### src/rtl/imm_gen_pkg.sv
// imm_gen_pkg: format codes, opcode constants and the format type shared by the immediate generator.
package imm_gen_pkg;
  localparam int IMM_FMT_W = 3;
  typedef logic [IMM_FMT_W-1:0] imm_fmt_t;
  localparam imm_fmt_t FMT_I    = 3'b000;
  localparam imm_fmt_t FMT_S    = 3'b001;
  localparam imm_fmt_t FMT_B    = 3'b010;
  localparam imm_fmt_t FMT_U    = 3'b011;
  localparam imm_fmt_t FMT_J    = 3'b100;
  localparam imm_fmt_t FMT_Z    = 3'b101;
  localparam imm_fmt_t FMT_NONE = 3'b111;
  localparam logic [6:0] OP_IMM    = 7'b0010011;
  localparam logic [6:0] OP_LOAD   = 7'b0000011;
  localparam logic [6:0] OP_JALR   = 7'b1100111;
  localparam logic [6:0] OP_STORE  = 7'b0100011;
  localparam logic [6:0] OP_BRANCH = 7'b1100011;
  localparam logic [6:0] OP_LUI    = 7'b0110111;
  localparam logic [6:0] OP_AUIPC  = 7'b0010111;
  localparam logic [6:0] OP_JAL    = 7'b1101111;
  localparam logic [6:0] OP_SYSTEM = 7'b1110011;
  localparam logic [6:0] OP_REG    = 7'b0110011;
  localparam logic [6:0] OP_FENCE  = 7'b0001111;
endpackage

### src/rtl/imm_gen_pipe_decode.sv
// imm_decode_comb: combinational opcode -> immediate format, sign-extended immediate, illegal flag.
// IMM_GEN_CSR_EN: SYSTEM opcodes with funct3[2]=1 yield fmt Z with zero-extended uimm.
module imm_decode_comb
  import imm_gen_pkg::*;
#(
  parameter int XLEN = 32
) (
  input  logic [31:0]     i_instr,
  output logic [XLEN-1:0] o_imm,
  output imm_fmt_t        o_fmt,
  output logic            o_illegal
);
  always_comb begin
    o_imm = '0;
    o_fmt = FMT_NONE;
    o_illegal = 1'b0;
    case (i_instr[6:0])
      OP_IMM, OP_LOAD, OP_JALR: begin
        o_fmt = FMT_I;
        o_imm = XLEN'($signed(i_instr[31:20]));
      end
      OP_STORE: begin
        o_fmt = FMT_S;
        o_imm = XLEN'($signed({i_instr[31:25], i_instr[11:7]}));
      end
      OP_BRANCH: begin
        o_fmt = FMT_B;
        o_imm = XLEN'($signed({i_instr[31], i_instr[7], i_instr[30:25], i_instr[11:8], 1'b0}));
      end
      OP_LUI, OP_AUIPC: begin
        o_fmt = FMT_U;
        o_imm = XLEN'($signed({i_instr[31:12], 12'b0}));
      end
      OP_JAL: begin
        o_fmt = FMT_J;
        o_imm = XLEN'($signed({i_instr[31], i_instr[19:12], i_instr[20], i_instr[30:21], 1'b0}));
      end
      OP_SYSTEM: begin
`ifdef IMM_GEN_CSR_EN
        if (i_instr[14]) begin
          o_fmt = FMT_Z;
          o_imm = XLEN'(i_instr[19:15]);
        end else
`endif
        begin
          o_fmt = FMT_I;
          o_imm = XLEN'($signed(i_instr[31:20]));
        end
      end
      OP_REG, OP_FENCE: begin
      end
      default: o_illegal = 1'b1;
    endcase
  end
endmodule

### src/rtl/imm_gen_pipe.sv
// imm_gen_pipe: registered immediate generator with a one-entry skid buffer on a valid/ready output.
// IMM_GEN_CSR_EN (in imm_decode_comb) enables the Z format for CSR immediate instructions.
module imm_gen_pipe
  import imm_gen_pkg::*;
#(
  parameter int XLEN  = 32,
  parameter int FMT_W = 3
) (
  input  logic             clk,
  input  logic             rst,
  input  logic             flush,
  input  logic             in_valid,
  output logic             in_ready,
  input  logic [31:0]      in_instr,
  output logic             out_valid,
  input  logic             out_ready,
  output logic [XLEN-1:0]  out_imm,
  output logic [FMT_W-1:0] out_fmt,
  output logic             out_illegal
);
  logic [XLEN-1:0] w_imm;
  imm_fmt_t        w_fmt;
  logic            w_ill;
  logic            w_accept;
  logic            w_load;
  logic            r_out_v;
  logic [XLEN-1:0] r_out_imm;
  imm_fmt_t        r_out_fmt;
  logic            r_out_ill;
  logic            r_skid_v;
  logic [XLEN-1:0] r_skid_imm;
  imm_fmt_t        r_skid_fmt;
  logic            r_skid_ill;

  imm_decode_comb #(.XLEN(XLEN)) u_dec (
    .i_instr   (in_instr),
    .o_imm     (w_imm),
    .o_fmt     (w_fmt),
    .o_illegal (w_ill)
  );

  assign in_ready    = !r_skid_v && !flush && !rst;
  assign w_accept    = in_valid && in_ready;
  assign w_load      = !r_out_v || out_ready;
  assign out_valid   = r_out_v;
  assign out_imm     = r_out_imm;
  assign out_fmt     = r_out_fmt;
  assign out_illegal = r_out_ill;

  // The skid only fills while the output is stalled and drains before any new accept
  always_ff @(posedge clk or posedge rst) begin
    if (rst) begin
      r_out_v    <= 1'b0;
      r_out_imm  <= '0;
      r_out_fmt  <= FMT_NONE;
      r_out_ill  <= 1'b0;
      r_skid_v   <= 1'b0;
      r_skid_imm <= '0;
      r_skid_fmt <= FMT_NONE;
      r_skid_ill <= 1'b0;
    end else if (flush) begin
      r_out_v  <= 1'b0;
      r_skid_v <= 1'b0;
    end else if (w_load) begin
      r_out_v <= r_skid_v || w_accept;
      if (r_skid_v) begin
        r_out_imm <= r_skid_imm;
        r_out_fmt <= r_skid_fmt;
        r_out_ill <= r_skid_ill;
        r_skid_v  <= 1'b0;
      end else if (w_accept) begin
        r_out_imm <= w_imm;
        r_out_fmt <= w_fmt;
        r_out_ill <= w_ill;
      end
    end else if (w_accept) begin
      r_skid_v   <= 1'b1;
      r_skid_imm <= w_imm;
      r_skid_fmt <= w_fmt;
      r_skid_ill <= w_ill;
    end
  end
endmodule

### config.mk
export PLATFORM = sky130hd
export DESIGN_NAME = imm_gen_pipe
export DESIGN_NICKNAME = d
export VERILOG_FILES = /design/src/rtl/imm_gen_pkg.sv /design/src/rtl/imm_gen_pipe_decode.sv /design/src/rtl/imm_gen_pipe.sv
export SDC_FILE = /design/constraint.sdc
export NUM_CORES = 1
export LEC_CHECK = 0
export ABC_AREA = 0
export BUFFER_PORTS_ARGS = -buffer_cell sky130_fd_sc_hd__buf_4
export CELL_PAD_IN_SITES_DETAIL_PLACEMENT = 0
export CELL_PAD_IN_SITES_GLOBAL_PLACEMENT = 2
export CORE_UTILIZATION = 36
export CTS_CLUSTER_DIAMETER = 40
export CTS_CLUSTER_SIZE = 40
export DETAILED_ROUTE_END_ITERATION = 8
export GPL_ROUTABILITY_DRIVEN = 0
export PLACE_DENSITY_LB_ADDON = 0.1
export SLEW_MARGIN = 20
export SYNTH_ARGS = -nofsm -noshare
export SYNTH_HDL_FRONTEND = slang
export SYNTH_SLANG_ARGS = --single-unit
### constraint.sdc
create_clock -name clk -period 3.48 [get_ports clk]
set_input_delay 0.174 -clock clk [delete_from_list [all_inputs] [get_ports clk]]
set_output_delay 0.174 -clock clk [all_outputs]
set_load 0.03 [all_outputs]
==> impl_metrics.py <==
metrics = {
    "status": {
        "run_status": "complete, no violations",
    },
    "critical_path": {
        "r2r_cells": 4,
        "critPathRequiredTime_ns": 3.72,
        "reg2reg_slack_ns": 0.94,
        "critPathKind": "flop to flop",
        "end_kind": "flop",
        "crit_fanout": 24,
        "rr_startpoint": "r_skid_v",
        "start_kind": "flop",
        "r2r-end": "r_skid_imm[4]",
        "worst_ep_arrival_time_ns": 2.79,
    },
    "timing": {
        "slew_headroom_pct": 37.7,
        "setup_tns_ns": 0,
        "finalHoldViolations": 0,
        "whs_ns": 0.0204,
        "slew_violations": 0,
        "period_needed_ns": 2.54,
        "skew_ns": 0.00819,
        "finalSetupViolations": 0,
        "fmax_ghz": 0.393,
        "worst_pin_slew_ns": 0.935,
        "grt_setup_unrepaired": "no",
        "fin_crit_sh_pct": 73.1,
    },
    "flow_run": {
        "maxCapViolCount": 0,
    },
    "pwr": {
        "ir_drop_mv": 0.252,
        "power_density_nw_per_um2": 479,
        "p_leak_nw": 2.00,
    },
    "global_route": {
        "grt_remaining_overflow": 0,
        "grt_max_degree": 42,
        "grt_antenna_before_repair": 0,
        "gr-usage-met3_pct": 3.43,
        "grt_pass1_vias": 3114,
        "gr-usage-met2_pct": 34.5,
        "grt.busiest_layer": "met2",
        "grt_first_pass_wirelength_um": 16600,
        "use_met1_pct": 27.0,
        "track_usage_pct": 20.4,
    },
    "cells_and_area": {
        "final_cells": 584,
        "n_antenna_cell": 0,
        "final_common_cell": "buf_4",
        "final_cell_mix": "82 x buf_4, 68 x dfrtp_1, 46 x nand2_1, 33 x nor2_1, 27 x o21ai_0",
        "final_area_um2": 4510,
        "nets": 483,
        "area_growth_pct": 22.0,
        "final_layout_size_suffix_gt1_share_pct": 28.6,
        "fillers": 995,
    },
    "place": {
        "dpl_cell_area_um2": 4330,
        "placed_cells": 568,
        "portBuffers": 74,
        "hpwl_um": 7060,
    },
    "yosys": {
        "yosys_register_bits": 74,
        "syn_avg_cell_area_um2": 9.63,
        "synth.distinct_cells": 52,
        "synth_flop_cell": "dfrtp_1",
        "synth_fp_nets": 421,
        "syn-instance-count": 384,
        "ys_seq_area_share_pct": 50.3,
        "synth.cell_area_um2": 3700,
        "synth_warnings": 0,
        "async_flop_share_pct": 100,
        "synth_edf_count": 0,
    },
    "detailed_routing": {
        "ant_nets": 0,
        "drcViolationCount": 0,
        "first_pass_iters": 4,
        "via_per_inst": 5.39,
        "finalWirelength_um": 10300,
        "vias": 3145,
        "wire_per_inst_um": 17.6,
        "first_iter_violations": 207,
    },
    "die": {
        "die_width_um": 103,
        "initial_core_util_pct": 37.5,
        "core_area_um2": 9860,
        "die_y_um": 103,
        "die_area_um2": 10700,
        "core.rowCount": 36,
        "ios": 75,
    },
    "clocking": {
        "clock-sinks": 74,
        "ctsResizeCount": 0,
        "numCtsBuffers": 9,
        "cts_setup_buffers": 0,
        "cts_max_level": 3,
        "tritoncts": "yes",
        "cts_hold_buffers": 0,
        "clock_path_buffers": 2,
        "cts_root_buf": "clkbuf_8",
        "clock_latency_ns": 0.34,
        "path_clk_slew_ns": 0.08,
    },
    "min_path": {
        "holdPathEnd": "out_valid",
        "min_from": "flush",
        "whs_path_depth": 2,
        "min-delay-path-class": "input port to flop",
    },
}
## metal layers
layer / vias to the layer above / share of wire (%)
met5: - / 0
met3: 9 / 3.6
met4: 0 / 0.93
met2: 82 / 48
li1: 1546 / -
met1: 1508 / 47
## per-stage QoR
stage / total power [mW] / util (%) / setup slack, ns
floorplan: 1.37 / - / 1.43
global placement: 1.56 / 43.9 / 0.960
detailed placement: 1.57 / 43.9 / 0.928
CTS: 2.19 / 45.7 / 0.920
global route: 2.28 / 45.7 / 0.784
finish: 2.16 / 45.7 / 0.936
## synth_stat cells, types with 2 or more instances
library cell / count / area (um^2)
nand2_1: 46 / 173
nor2_1: 33 / 124
a31o_2: 8 / 70.1
a31oi_1: 23 / 144
a21oi_2: 2 / 17.5
a22oi_1: 9 / 67.6
inv_1: 8 / 30.0
nand4b_1: 12 / 105
or3b_2: 2 / 17.5
mux2_2: 5 / 56.3
o21ai_0: 27 / 135
dfrtp_1: 68 / 1700
dfstp_2: 6 / 158
and3_1: 6 / 37.5
nand4_1: 2 / 12.5
a21oi_1: 18 / 90.1
o41ai_1: 4 / 35.0
a211oi_1: 2 / 15.0
buf_2: 12 / 60.1
a22o_1: 10 / 87.6
nand3_1: 7 / 35.0
o21ai_1: 5 / 25.0
o31ai_1: 2 / 15.0
a221o_1: 6 / 60.1
nand4bb_1: 3 / 33.8
o22ai_1: 3 / 18.8
nor2b_1: 4 / 25.0
nor3_1: 3 / 15.0
clkbuf_1: 17 / 63.8
o211ai_1: 5 / 37.5
nand2b_1: 3 / 18.8
or4_1: 2 / 15.0
buf_6: 2 / 22.5
## cells by family (layout without fill, tap and decap cells)
logic type	after synthesis	count (layout)	synth area share, %
and+or+nand+nor	134	134	18.8
AOI/OAI and AO/OA	131	131	24.4
DFF	74	74	50.3
buffers and inverters	39	106	4.77
muxes	5	5	1.52
xor gates and xnor gates	1	1	0.237
## critical path, stage by stage (launching register included)
cell	delay, ns
dfrtp_1	0.64
or4b_4	0.65
or2_1	0.56
a22o_1	0.37
a31o_2	0.21
## report_power, final
part	switching (mW)	total, mW	internal, mW
Sequential	0.0656	1.06	0.993
Clock	0.334	0.612	0.278
Combinational	0.291	0.490	0.199
## sequential cells by signal (all words and copies together), names as in the netlist
register / cells
out_illegal: 1
r_skid_ill: 1
r_skid_v: 1
out_valid: 1
out_fmt: 3
r_skid_fmt: 3
r_skid_imm: 32
out_imm: 32
## how the worst max path moves through the flow
stage,startpoint,end,slack (ns),depth (start not counted)
floorplan,rst,out_illegal,1.43,1
global placement,r_skid_v,r_skid_imm[4],0.96,4
detailed placement,r_skid_v,r_skid_imm[1],0.93,4
CTS,r_skid_v,r_skid_imm[1],0.92,4
global route,r_skid_v,r_skid_imm[6],0.78,4
finish,r_skid_v,r_skid_imm[4],0.94,4
## layout make-up
cell class / count / area (um^2) / share of cell area, %
Inverter: 8 / 30.0 / 0.666
Sequential cell: 74 / 1860 / 41.2
Multi-Input combinational cell: 271 / 1660 / 36.8
Timing Repair Buffer: 82 / 616 / 13.6
Clock inverter: 6 / 40.0 / 0.888
Tap cell: 133 / 166 / 3.69
Clock buffer: 10 / 138 / 3.05
Power figures use the tool's default switching activity.
